File: src/rtl/mem_io_bridge.sv
// Memory-mapped I/O bridge: routes core accesses to the external RAM or to a small peripheral
// block (cycle counter, down-counting timer, debug transmit FIFO) at 0xFF00-0xFFFF.
module mem_io_bridge (
   input  logic        clk,
   input  logic        reset,
   input  logic [15:0] address_to_main_memory,
   input  logic [15:0] data_to_main_memory,
   input  logic        data_to_main_memory_write_en,
   output logic [15:0] data_from_main_memory,
   output logic [15:0] ram_address,
   output logic [15:0] ram_write_data,
   output logic        ram_write_en,
   input  logic [15:0] ram_read_data,
   output logic [15:0] dbg_data,
   output logic        dbg_valid,
   input  logic        dbg_ready,
   output logic        timer_flag
);

   localparam logic [15:0] AddrCycleLo     = 16'hFF00;
   localparam logic [15:0] AddrCycleHi     = 16'hFF01;
   localparam logic [15:0] AddrTimerReload = 16'hFF02;
   localparam logic [15:0] AddrTimerCount  = 16'hFF03;
   localparam logic [15:0] AddrTimerCtrl   = 16'hFF04;
   localparam logic [15:0] AddrTimerStatus = 16'hFF05;
   localparam logic [15:0] AddrDbgTx       = 16'hFF06;
   localparam logic [15:0] AddrDbgStatus   = 16'hFF07;

   logic        periph_sel, reg_we;
   logic [31:0] cycle_q;
   logic [15:0] snap_q, reload_q, reload_d, count_q, count_d;
   logic [1:0]  ctrl_q, ctrl_d;
   logic        expired_q, expired_d, timer_expire;
   logic        periph_q;
   logic [15:0] rdata_q, periph_rdata;
   logic [15:0] fifo_mem [4];
   logic [1:0]  wr_ptr_q, rd_ptr_q;
   logic [2:0]  fifo_cnt_q, fifo_cnt_d;
   logic        ovf_q, ovf_d;
   logic        fifo_full, fifo_empty, fifo_pop, fifo_push_req, fifo_push, fifo_ovf_set;

   assign periph_sel     = address_to_main_memory[15:8] == 8'hFF;
   assign reg_we         = data_to_main_memory_write_en && periph_sel;
   assign ram_address    = address_to_main_memory;
   assign ram_write_data = data_to_main_memory;
   assign ram_write_en   = data_to_main_memory_write_en && !periph_sel;

   assign fifo_full     = fifo_cnt_q == 3'd4;
   assign fifo_empty    = fifo_cnt_q == 3'd0;
   assign fifo_pop      = !fifo_empty && dbg_ready;
   assign fifo_push_req = reg_we && (address_to_main_memory == AddrDbgTx);
   // A pop in the same cycle frees the slot a full FIFO needs for the push.
   assign fifo_push     = fifo_push_req && (!fifo_full || fifo_pop);
   assign fifo_ovf_set  = fifo_push_req && fifo_full && !fifo_pop;

   assign dbg_valid  = !fifo_empty;
   assign dbg_data   = fifo_empty ? 16'h0000 : fifo_mem[rd_ptr_q];
   assign timer_flag = expired_q;

   assign data_from_main_memory = periph_q ? rdata_q : ram_read_data;

   always_comb begin
      periph_rdata = 16'h0000;
      case (address_to_main_memory)
         AddrCycleLo:     periph_rdata = cycle_q[15:0];
         AddrCycleHi:     periph_rdata = snap_q;
         AddrTimerReload: periph_rdata = reload_q;
         AddrTimerCount:  periph_rdata = count_q;
         AddrTimerCtrl:   periph_rdata = {14'h0000, ctrl_q};
         AddrTimerStatus: periph_rdata = {15'h0000, expired_q};
         AddrDbgStatus:   periph_rdata = {10'h000, ovf_q, fifo_cnt_q, fifo_empty, fifo_full};
         default:         periph_rdata = 16'h0000;
      endcase
   end

   always_comb begin
      timer_expire = ctrl_q[0] && (count_q == 16'h0000);
      count_d      = count_q;
      ctrl_d       = ctrl_q;
      expired_d    = expired_q;
      reload_d     = reload_q;
      if (ctrl_q[0]) begin
         if (!timer_expire) begin
            count_d = count_q - 16'd1;
         end else if (ctrl_q[1]) begin
            count_d = reload_q;
         end else begin
            ctrl_d[0] = 1'b0;
         end
      end
      if (reg_we) begin
         case (address_to_main_memory)
            AddrTimerReload: reload_d = data_to_main_memory;
            AddrTimerCtrl: begin
               ctrl_d = data_to_main_memory[1:0];
               if (data_to_main_memory[0]) count_d = reload_q;
            end
            AddrTimerStatus: if (data_to_main_memory[0]) expired_d = 1'b0;
            default: ;
         endcase
      end
      // Hardware expiry beats a same-cycle software clear.
      if (timer_expire) expired_d = 1'b1;
   end

   always_comb begin
      fifo_cnt_d = fifo_cnt_q;
      case ({fifo_push, fifo_pop})
         2'b10:   fifo_cnt_d = fifo_cnt_q + 3'd1;
         2'b01:   fifo_cnt_d = fifo_cnt_q - 3'd1;
         default: fifo_cnt_d = fifo_cnt_q;
      endcase
      ovf_d = ovf_q;
      if (reg_we && (address_to_main_memory == AddrDbgStatus) && data_to_main_memory[5]) begin
         ovf_d = 1'b0;
      end
      if (fifo_ovf_set) ovf_d = 1'b1;
   end

   always_ff @(posedge clk) begin
      if (reset) begin
         cycle_q    <= 32'h0;
         snap_q     <= 16'h0;
         reload_q   <= 16'h0;
         count_q    <= 16'h0;
         ctrl_q     <= 2'b00;
         expired_q  <= 1'b0;
         periph_q   <= 1'b0;
         rdata_q    <= 16'h0;
         wr_ptr_q   <= 2'd0;
         rd_ptr_q   <= 2'd0;
         fifo_cnt_q <= 3'd0;
         ovf_q      <= 1'b0;
      end else begin
         cycle_q   <= cycle_q + 32'd1;
         if ((address_to_main_memory == AddrCycleLo) && !data_to_main_memory_write_en) begin
            snap_q <= cycle_q[31:16];
         end
         reload_q   <= reload_d;
         count_q    <= count_d;
         ctrl_q     <= ctrl_d;
         expired_q  <= expired_d;
         periph_q   <= periph_sel;
         rdata_q    <= periph_rdata;
         if (fifo_push) wr_ptr_q <= wr_ptr_q + 2'd1;
         if (fifo_pop)  rd_ptr_q <= rd_ptr_q + 2'd1;
         fifo_cnt_q <= fifo_cnt_d;
         ovf_q      <= ovf_d;
      end
   end

   always_ff @(posedge clk) begin
      if (fifo_push && !reset) fifo_mem[wr_ptr_q] <= data_to_main_memory;
   end

endmodule

File: config.mk
export PLATFORM = sky130hd
export DESIGN_NAME = mem_io_bridge
export DESIGN_NICKNAME = d
export VERILOG_FILES = /design/src/rtl/mem_io_bridge.sv
export SDC_FILE = /design/constraint.sdc
export NUM_CORES = 1
export LEC_CHECK = 0
export CORE_MARGIN = 2
export CORE_UTILIZATION = 61
export CTS_BUF_LIST = sky130_fd_sc_hd__clkbuf_4 sky130_fd_sc_hd__clkbuf_8
export DETAILED_ROUTE_END_ITERATION = 10
export GPL_TIMING_DRIVEN = 0
export PLACE_DENSITY = 0.91
export SLEW_MARGIN = 10
export SYNTH_ARGS = -nofsm -noshare
export SYNTH_HDL_FRONTEND = slang
export SYNTH_SLANG_ARGS = --single-unit
File: constraint.sdc
create_clock -name clk -period 4.7 [get_ports clk]
set_input_delay 0.94 -clock clk [delete_from_list [all_inputs] [get_ports clk]]
set_output_delay 0.94 -clock clk [all_outputs]
set_load 0.05 [all_outputs]
==> flow_metrics.py, run 1 <==
metrics = {
    "final_layout": {
        "syn_to_final_growth_pct": 22.2,
        "final_common_cell": "clkdlybuf4s50_1",
        "drive_gt1_share_pct": 13.2,
        "finish.net_count": 994,
        "layout_common_cells": "117 x clkdlybuf4s50_1, 110 x dfxtp_1, 96 x nand2_1, 67 x a21oi_1, 64 x edfxtp_1",
        "final_util_pct": 75.8,
        "diodes": 0,
    },
    "logic_synthesis": {
        "yosys.area_share.simple_pct": 19.0,
        "netlist.area_leader.share_pct": 26.9,
        "synthAdderAreaFrac_pct": 1.47,
        "synth.area.top_cells": "dfxtp_1 27%, edfxtp_1 23%, mux4_2 4.4%",
        "synth_area_per_cell_um2": 10.3,
        "synth.cell_area_um2": 8180,
        "synthXorXnorAreaFrac_pct": 3.21,
        "synth.ff_latch_count": 174,
        "synthCells": 797,
        "synth_top_family_by_area": "simple AND/OR/NAND/NOR gates",
        "synth_compound_area_share_pct": 12.0,
        "yosys_most_used_dff": "dfxtp_1",
        "yosys.area.top_type": "dfxtp_1",
        "synth_nets": 858,
        "synth.mux.area_fraction_pct": 7.34,
        "synth_edf_count": 64,
        "async_flop_share_pct": 0,
        "ys_types": 63,
        "ys_seq_area_share_pct": 50.4,
        "ys_warn_count": 0,
    },
    "hold_path": {
        "min_delay_path_depth": 2,
        "min-delay-start": "snap_q[15]$_SDFFE_PP0P_",
        "min_path_type": "reg2reg",
        "min_to": "snap_q[15]$_SDFFE_PP0P_",
    },
    "placement": {
        "gp_congestion": 0.970,
        "port_buffers": 117,
        "dp_slack_ns": 0.322,
        "hpwl_mm": 14.9,
    },
    "worst_setup_path": {
        "cp-end-kind": "primary output",
        "cp_slowest_cell": "clkdlybuf4s50_1",
        "critPathKind": "reg2out",
        "cp.required_ns": 3.76,
        "reg2reg_slack_ns": 1.99,
        "worst_r2r_endpoint": "count_q[10]$_SDFF_PP0_",
        "crit_chain": "clkbuf_1 > buf_1 > mux4_2 > and2_1 > clkdlybuf4s50_1",
        "reg2reg_from": "count_q[7]$_SDFF_PP0_",
        "r2r_cells": 6,
        "critical_path.max_fanout": 10,
        "cp.arrival_ns": 3.38,
        "slowest_delay_ns": 0.71,
        "setup.worst_path.start_class": "register",
    },
    "floorplan": {
        "io_pins": 119,
        "floorplan.initialDensity_pct": 62.0,
        "die_h_um": 120,
        "dieWidth_um": 120,
        "core-area_um2": 13200,
        "die_area_um2": 14400,
        "rows": 42,
    },
    "timing": {
        "period_needed_ns": 4.32,
        "fin_worst_skew_ns": 0.0102,
        "drv_slew": 0,
        "max_freq_mhz": 232,
        "fin_tns_setup_ns": 0,
        "fin_ws_ns": 0.384,
        "rsz0062_at_grt": "false",
        "fin_crit_sh_pct": 91.8,
        "tightest_slew_ns": 0.914,
        "hold_violations": 0,
        "hold_slack_ns": 0.466,
        "setup_viol": 0,
        "relSlewSlack_pct": 38.5,
    },
    "clocking": {
        "clockBufferDepth": 2,
        "cts_root_buffer": "clkbuf_8",
        "post_cts_buffers": 0,
        "cts_tree": "built",
        "clkSlewWorstSetupHoldPaths_ns": 0.09,
        "hold_buffers": 0,
        "cts.sinks": 174,
        "h-tree-depth": 4,
        "cts.repair.resized": 0,
        "clkLatencyLatePin_ns": 0.48,
        "cts_buffers": 17,
    },
    "routing": {
        "postRouteAntennaNets": 0,
        "met3_length_mm": 1.54,
        "routed_wl_mm": 20.6,
        "drt-pass1-iter-count": 6,
        "drc": 0,
        "wl_met2_mm": 10.4,
        "wl_per_cell_um": 18.4,
        "post_drt_via_cell_ratio": 6.03,
        "wirelength_met1_mm": 8.06,
        "drt-initial-drc-count": 810,
        "dr.max_layer_used": "met4",
        "via_count": 6767,
    },
    "grt": {
        "overflow": 0,
        "grt_pass1_vias": 6489,
        "antenna_found_initial": 0,
        "grt_max_degree": 17,
        "grt.total_usage_pct": 29.7,
        "grt_pass1_wl_mm": 33.0,
    },
    "power": {
        "power_mw": 2.92,
        "p_sw_mw": 0.711,
        "pwr-share-clk_pct": 37.9,
        "peakVddDrop_mv": 0.165,
        "pwr-share-comb_pct": 8.5,
        "p_per_area_nw_per_um2": 292,
        "internal_power_mw": 2.20,
        "power_frac_seq_pct": 53.6,
        "switching_share_pct": 24.4,
        "p_leak_nw": 3.39,
    },
    "flow_run": {
        "drv_cap": 0,
    },
    "outcome": {
        "outcome": "complete, no violations",
    },
}
-- Yosys cell counts, types with 2 or more instances --
library cell  instances
a211oi_1              5
a21oi_1              67
a222oi_1              6
a22oi_1              25
a31oi_1               6
a41o_1                2
and2_1               25
and3_1                8
and4_1                8
buf_2                 6
buf_4                34
buf_6                 8
clkbuf_1             28
dfxtp_1             110
edfxtp_1             64
ha_1                  8
inv_1                14
mux2_2               16
mux2i_1               6
mux4_2               16
nand2_1              96
nand2b_1              3
nand3_1              24
nand3b_1              5
nand4_1              17
nor2_1               57
nor2b_1               4
nor3_1               13
nor3_2                3
nor4_1               11
nor4b_1               2
o211ai_1              3
o21a_1                3
o21ai_0              19
o22ai_1               2
o311ai_0              2
o31ai_1               2
or2_2                 2
or3_1                 7
or4_1                 9
xnor2_1               8
xor2_1               22
-- registers in the layout, summed over array words and instances (netlist names), named ones only --
name / cells
cycle_q: 32
rdata_q: 16
snap_q: 16
timer_flag: 1
reload_q: 16
rd_ptr_q: 2
ctrl_q: 2
periph_q: 1
wr_ptr_q: 2
fifo_cnt_q: 3
ovf_q: 1
count_q: 16
fifo_mem: 64
-- worst max-delay path: cells and delay by family (launching register included) --
kind	cells	cell delay, ns
mux	1	0.58
simple gates	1	0.18
buf+inv	3	1.82
flops	1	0.31
-- layer usage --
layer	vias up	track usage, %
met5	-	0
met4	0	12.6
met3	53	5.56
met2	330	50.9
met1	3215	37.1
li1	3169	-
-- final cells by class --
class,instances,area (µm²)
Inverter,14,52.6
Buffer,78,489
Sequential cell,174,4120
Multi-Input combinational cell,531,3520
Fill cell,899,3190
Timing Repair Buffer,117,1170
Clock buffer,18,241
Clock inverter,14,188
Tap cell,176,220
-- per-stage QoR --
step | instance area [µm²] | instances
finish | 10000 | 1122
global route | 10000 | 1122
CTS | 10000 | 1122
detailed placement | 9570 | 1090
global placement | 9570 | 1090
floorplan | 8180 | 797
-- worst max-delay path by stage --
stage / endpoint / cells after the start
CTS: dbg_data[14] / 5
floorplan: fifo_cnt_q[2]$_SDFFE_PP0P_ / 10
finish: dbg_data[14] / 5
global placement: fifo_mem[1][11]$_DFFE_PP_ / 7
detailed placement: fifo_mem[1][12]$_DFFE_PP_ / 7
global route: dbg_data[14] / 5
-- power by group through the flow --
stage	combinational, mW	sequential, mW	clock [mW]
3_5_place_dp	0.247	1.60	0
3_3_place_gp	0.243	1.60	0
6_report	0.248	1.56	1.11
2_1_floorplan	0.138	1.60	0
5_1_grt	0.258	1.56	1.17
4_1_cts	0.248	1.56	1.11
-- cell families (layout without fill, tap and decap cells) --
family	Yosys count	count (layout)
xor+xnor	30	30
mux	38	38
fa+ha+maj	9	9
compound gates	153	153
buf+inv	92	241
simple gates	301	301
flops	174	174
Power figures use the tool's default switching activity.
==> inputs of run 2 (changes only) <==
Settings changed: CORE_UTILIZATION 61 to 56, PLACE_DENSITY 0.91 to 0.85.
Clock period 4.7 ns to 4.54 ns, I/O delays scaled along.
==> run 2 against run 1 <==
  * Critical path type unchanged
  * Highest routed layer unchanged
  * Final cell count grew 0.62%
  * Largest power group unchanged
  * Sequential power grew 4%
  * Worst hold slack lost 0.0069 ns
  * Register-to-register slack lost 0.17 ns
  * Global-route usage shrank 4.5 points
  * Final area shrank 0.88%
  * Combinational power grew 3%
  * Critical endpoint unchanged
==> flow_metrics.py, run 2 (synthesis results as in run 1) <==
metrics = {
    "timing": {
        "max_freq_mhz": 232,
        "relSlewSlack_pct": 29.9,
        "period_needed_ns": 4.31,
        "setup_viol": 0,
        "hold_violations": 0,
        "drv_slew": 0,
        "rsz0062_at_grt": "false",
        "fin_tns_setup_ns": 0,
        "fin_worst_skew_ns": 0.0119,
        "fin_crit_sh_pct": 95.0,
        "tightest_slew_ns": 1.04,
    },
    "worst_setup_path": {
        "worst_r2r_endpoint": "count_q[7]$_SDFF_PP0_",
        "setup.worst_path.start_class": "register",
        "critPathKind": "reg2out",
        "reg2reg_from": "count_q[13]$_SDFF_PP0_",
        "cp.required_ns": 3.63,
        "cp-end-kind": "primary output",
        "r2r_cells": 5,
        "cp.arrival_ns": 3.41,
        "reg2reg_slack_ns": 1.82,
        "critical_path.max_fanout": 10,
    },
    "floorplan": {
        "die_h_um": 125,
        "rows": 44,
        "die_area_um2": 15600,
        "core-area_um2": 14400,
        "floorplan.initialDensity_pct": 56.7,
        "io_pins": 119,
        "dieWidth_um": 125,
    },
    "clocking": {
        "clkSlewWorstSetupHoldPaths_ns": 0.09,
        "clkLatencyLatePin_ns": 0.46,
        "cts_buffers": 17,
        "h-tree-depth": 4,
        "cts_root_buffer": "clkbuf_8",
        "cts.repair.resized": 0,
        "post_cts_buffers": 0,
        "hold_buffers": 0,
        "clockBufferDepth": 2,
        "cts_tree": "built",
        "cts.sinks": 174,
    },
    "grt": {
        "grt_pass1_vias": 6238,
        "grt.total_usage_pct": 25.3,
        "antenna_found_initial": 0,
        "overflow": 0,
        "grt_pass1_wl_mm": 31.5,
        "grt_max_degree": 17,
    },
    "final_layout": {
        "layout_common_cells": "117 x clkdlybuf4s50_1, 110 x dfxtp_1, 96 x nand2_1, 67 x a21oi_1, 64 x edfxtp_1",
        "largest_reg_flops": 64,
        "diodes": 0,
        "regMostFlops": "fifo_mem",
        "final_common_cell": "clkdlybuf4s50_1",
        "top_regs": "fifo_mem x64, cycle_q x32",
        "syn_to_final_growth_pct": 21.2,
        "finish.net_count": 994,
        "final_cells": 1129,
        "drive_gt1_share_pct": 13.0,
    },
    "power": {
        "p_leak_nw": 3.34,
        "pwr-share-clk_pct": 33.3,
        "p_sw_mw": 0.705,
        "switching_share_pct": 25.1,
        "peakVddDrop_mv": 0.155,
        "power_frac_seq_pct": 57.6,
        "pwr-share-comb_pct": 9.1,
        "internal_power_mw": 2.10,
        "power_mw": 2.81,
        "p_per_area_nw_per_um2": 283,
    },
    "routing": {
        "drc": 0,
        "routed_wl_mm": 19.6,
        "drt-initial-drc-count": 704,
        "post_drt_via_cell_ratio": 5.84,
        "via_count": 6590,
        "postRouteAntennaNets": 0,
        "drt-pass1-iter-count": 7,
        "wl_per_cell_um": 17.3,
    },
    "hold_path": {
        "min_path_type": "reg2reg",
        "min_delay_path_depth": 2,
        "min-delay-start": "snap_q[6]$_SDFFE_PP0P_",
        "min_to": "snap_q[6]$_SDFFE_PP0P_",
    },
    "placement": {
        "hpwl_mm": 14.6,
        "dpl.cell_count": 1098,
        "gp_congestion": 0.970,
        "port_buffers": 117,
    },
    "outcome": {
        "outcome": "complete, no violations",
    },
    "flow_run": {
        "drv_cap": 0,
    },
}
run 2: cell count changes in the layout (fill, tap and decap cells not counted), sizes merged:
cell	previous run	this run
clkinv	8	6
clkinvlp	1	3
inv	16	18
bufinv	3	0
run 2: per-stage QoR:
| stage | utilization, % | worst slack [ns] | cell area [µm²] | hold WS, ns |
|---|---|---|---|---|
| 2_1_floorplan | - | 1.52 | 8180 | 0.431 |
| 3_3_place_gp | 66.4 | 0.380 | 9580 | 0.440 |
| 3_5_place_dp | 66.4 | 0.307 | 9580 | 0.445 |
| 4_1_cts | 68.7 | 0.147 | 9920 | 0.455 |
| 5_1_grt | 68.7 | 0.0200 | 9920 | 0.475 |
| 6_report | 68.7 | 0.226 | 9920 | 0.459 |
run 2: worst max path at each step:
| stage | endpoint | depth (start not counted) | slack, ns | startpoint |
|---|---|---|---|---|
| 2_1_floorplan | fifo_cnt_q[2]$_SDFFE_PP0P_ | 10 | 1.52 | address_to_main_memory[5] |
| 3_3_place_gp | fifo_mem[1][14]$_DFFE_PP_ | 7 | 0.38 | address_to_main_memory[5] |
| 3_5_place_dp | fifo_mem[1][13]$_DFFE_PP_ | 7 | 0.31 | address_to_main_memory[5] |
| 4_1_cts | dbg_data[14] | 5 | 0.15 | register |
| 5_1_grt | dbg_data[14] | 5 | 0.02 | register |
| 6_report | dbg_data[14] | 5 | 0.23 | register |
run 2: final cells by class:
class                      instances  area [µm²]
sequential                       174        4120
buffer                            78         489
tap                              184         230
multi-input combinational        531        3520
clock buffer                      18         241
clock inverter                    13        90.1
timing repair buffer             117        1170
fill                            1099        4510
inverter                          14        52.6
run 2: critical path, stage by stage, from the launching register on:
cell	delay, ns
dfxtp_1	0.32
clkbuf_1	0.44
buf_1	0.71
mux4_2	0.60
and2_1	0.17
clkdlybuf4s50_1	0.70
run 2: power groups by stage:
stage / logic, mW / clock network (mW) / registers (mW)
6_report: 0.255 / 0.936 / 1.62
5_1_grt: 0.266 / 1.02 / 1.62
4_1_cts: 0.256 / 0.947 / 1.62
3_5_place_dp: 0.255 / 0 / 1.65
3_3_place_gp: 0.252 / 0 / 1.65
2_1_floorplan: 0.142 / 0 / 1.65
run 2: metal layers:
metal	vias to the layer above	global-route usage, %	share of wire [%]
li1	3152	-	-
met1	3115	32.4	41
met4	0	9.74	2.7
met5	-	0	0
met3	40	5.20	7.6
met2	283	42.3	49
==> inputs of run 3 (changes only) <==
Settings changed: SKIP_CTS_REPAIR_TIMING set to 1, TNS_END_PERCENT set to 10.
==> results of run 3 <==
Same layout as run 2: the final DEF is identical, and so are final timing and power.
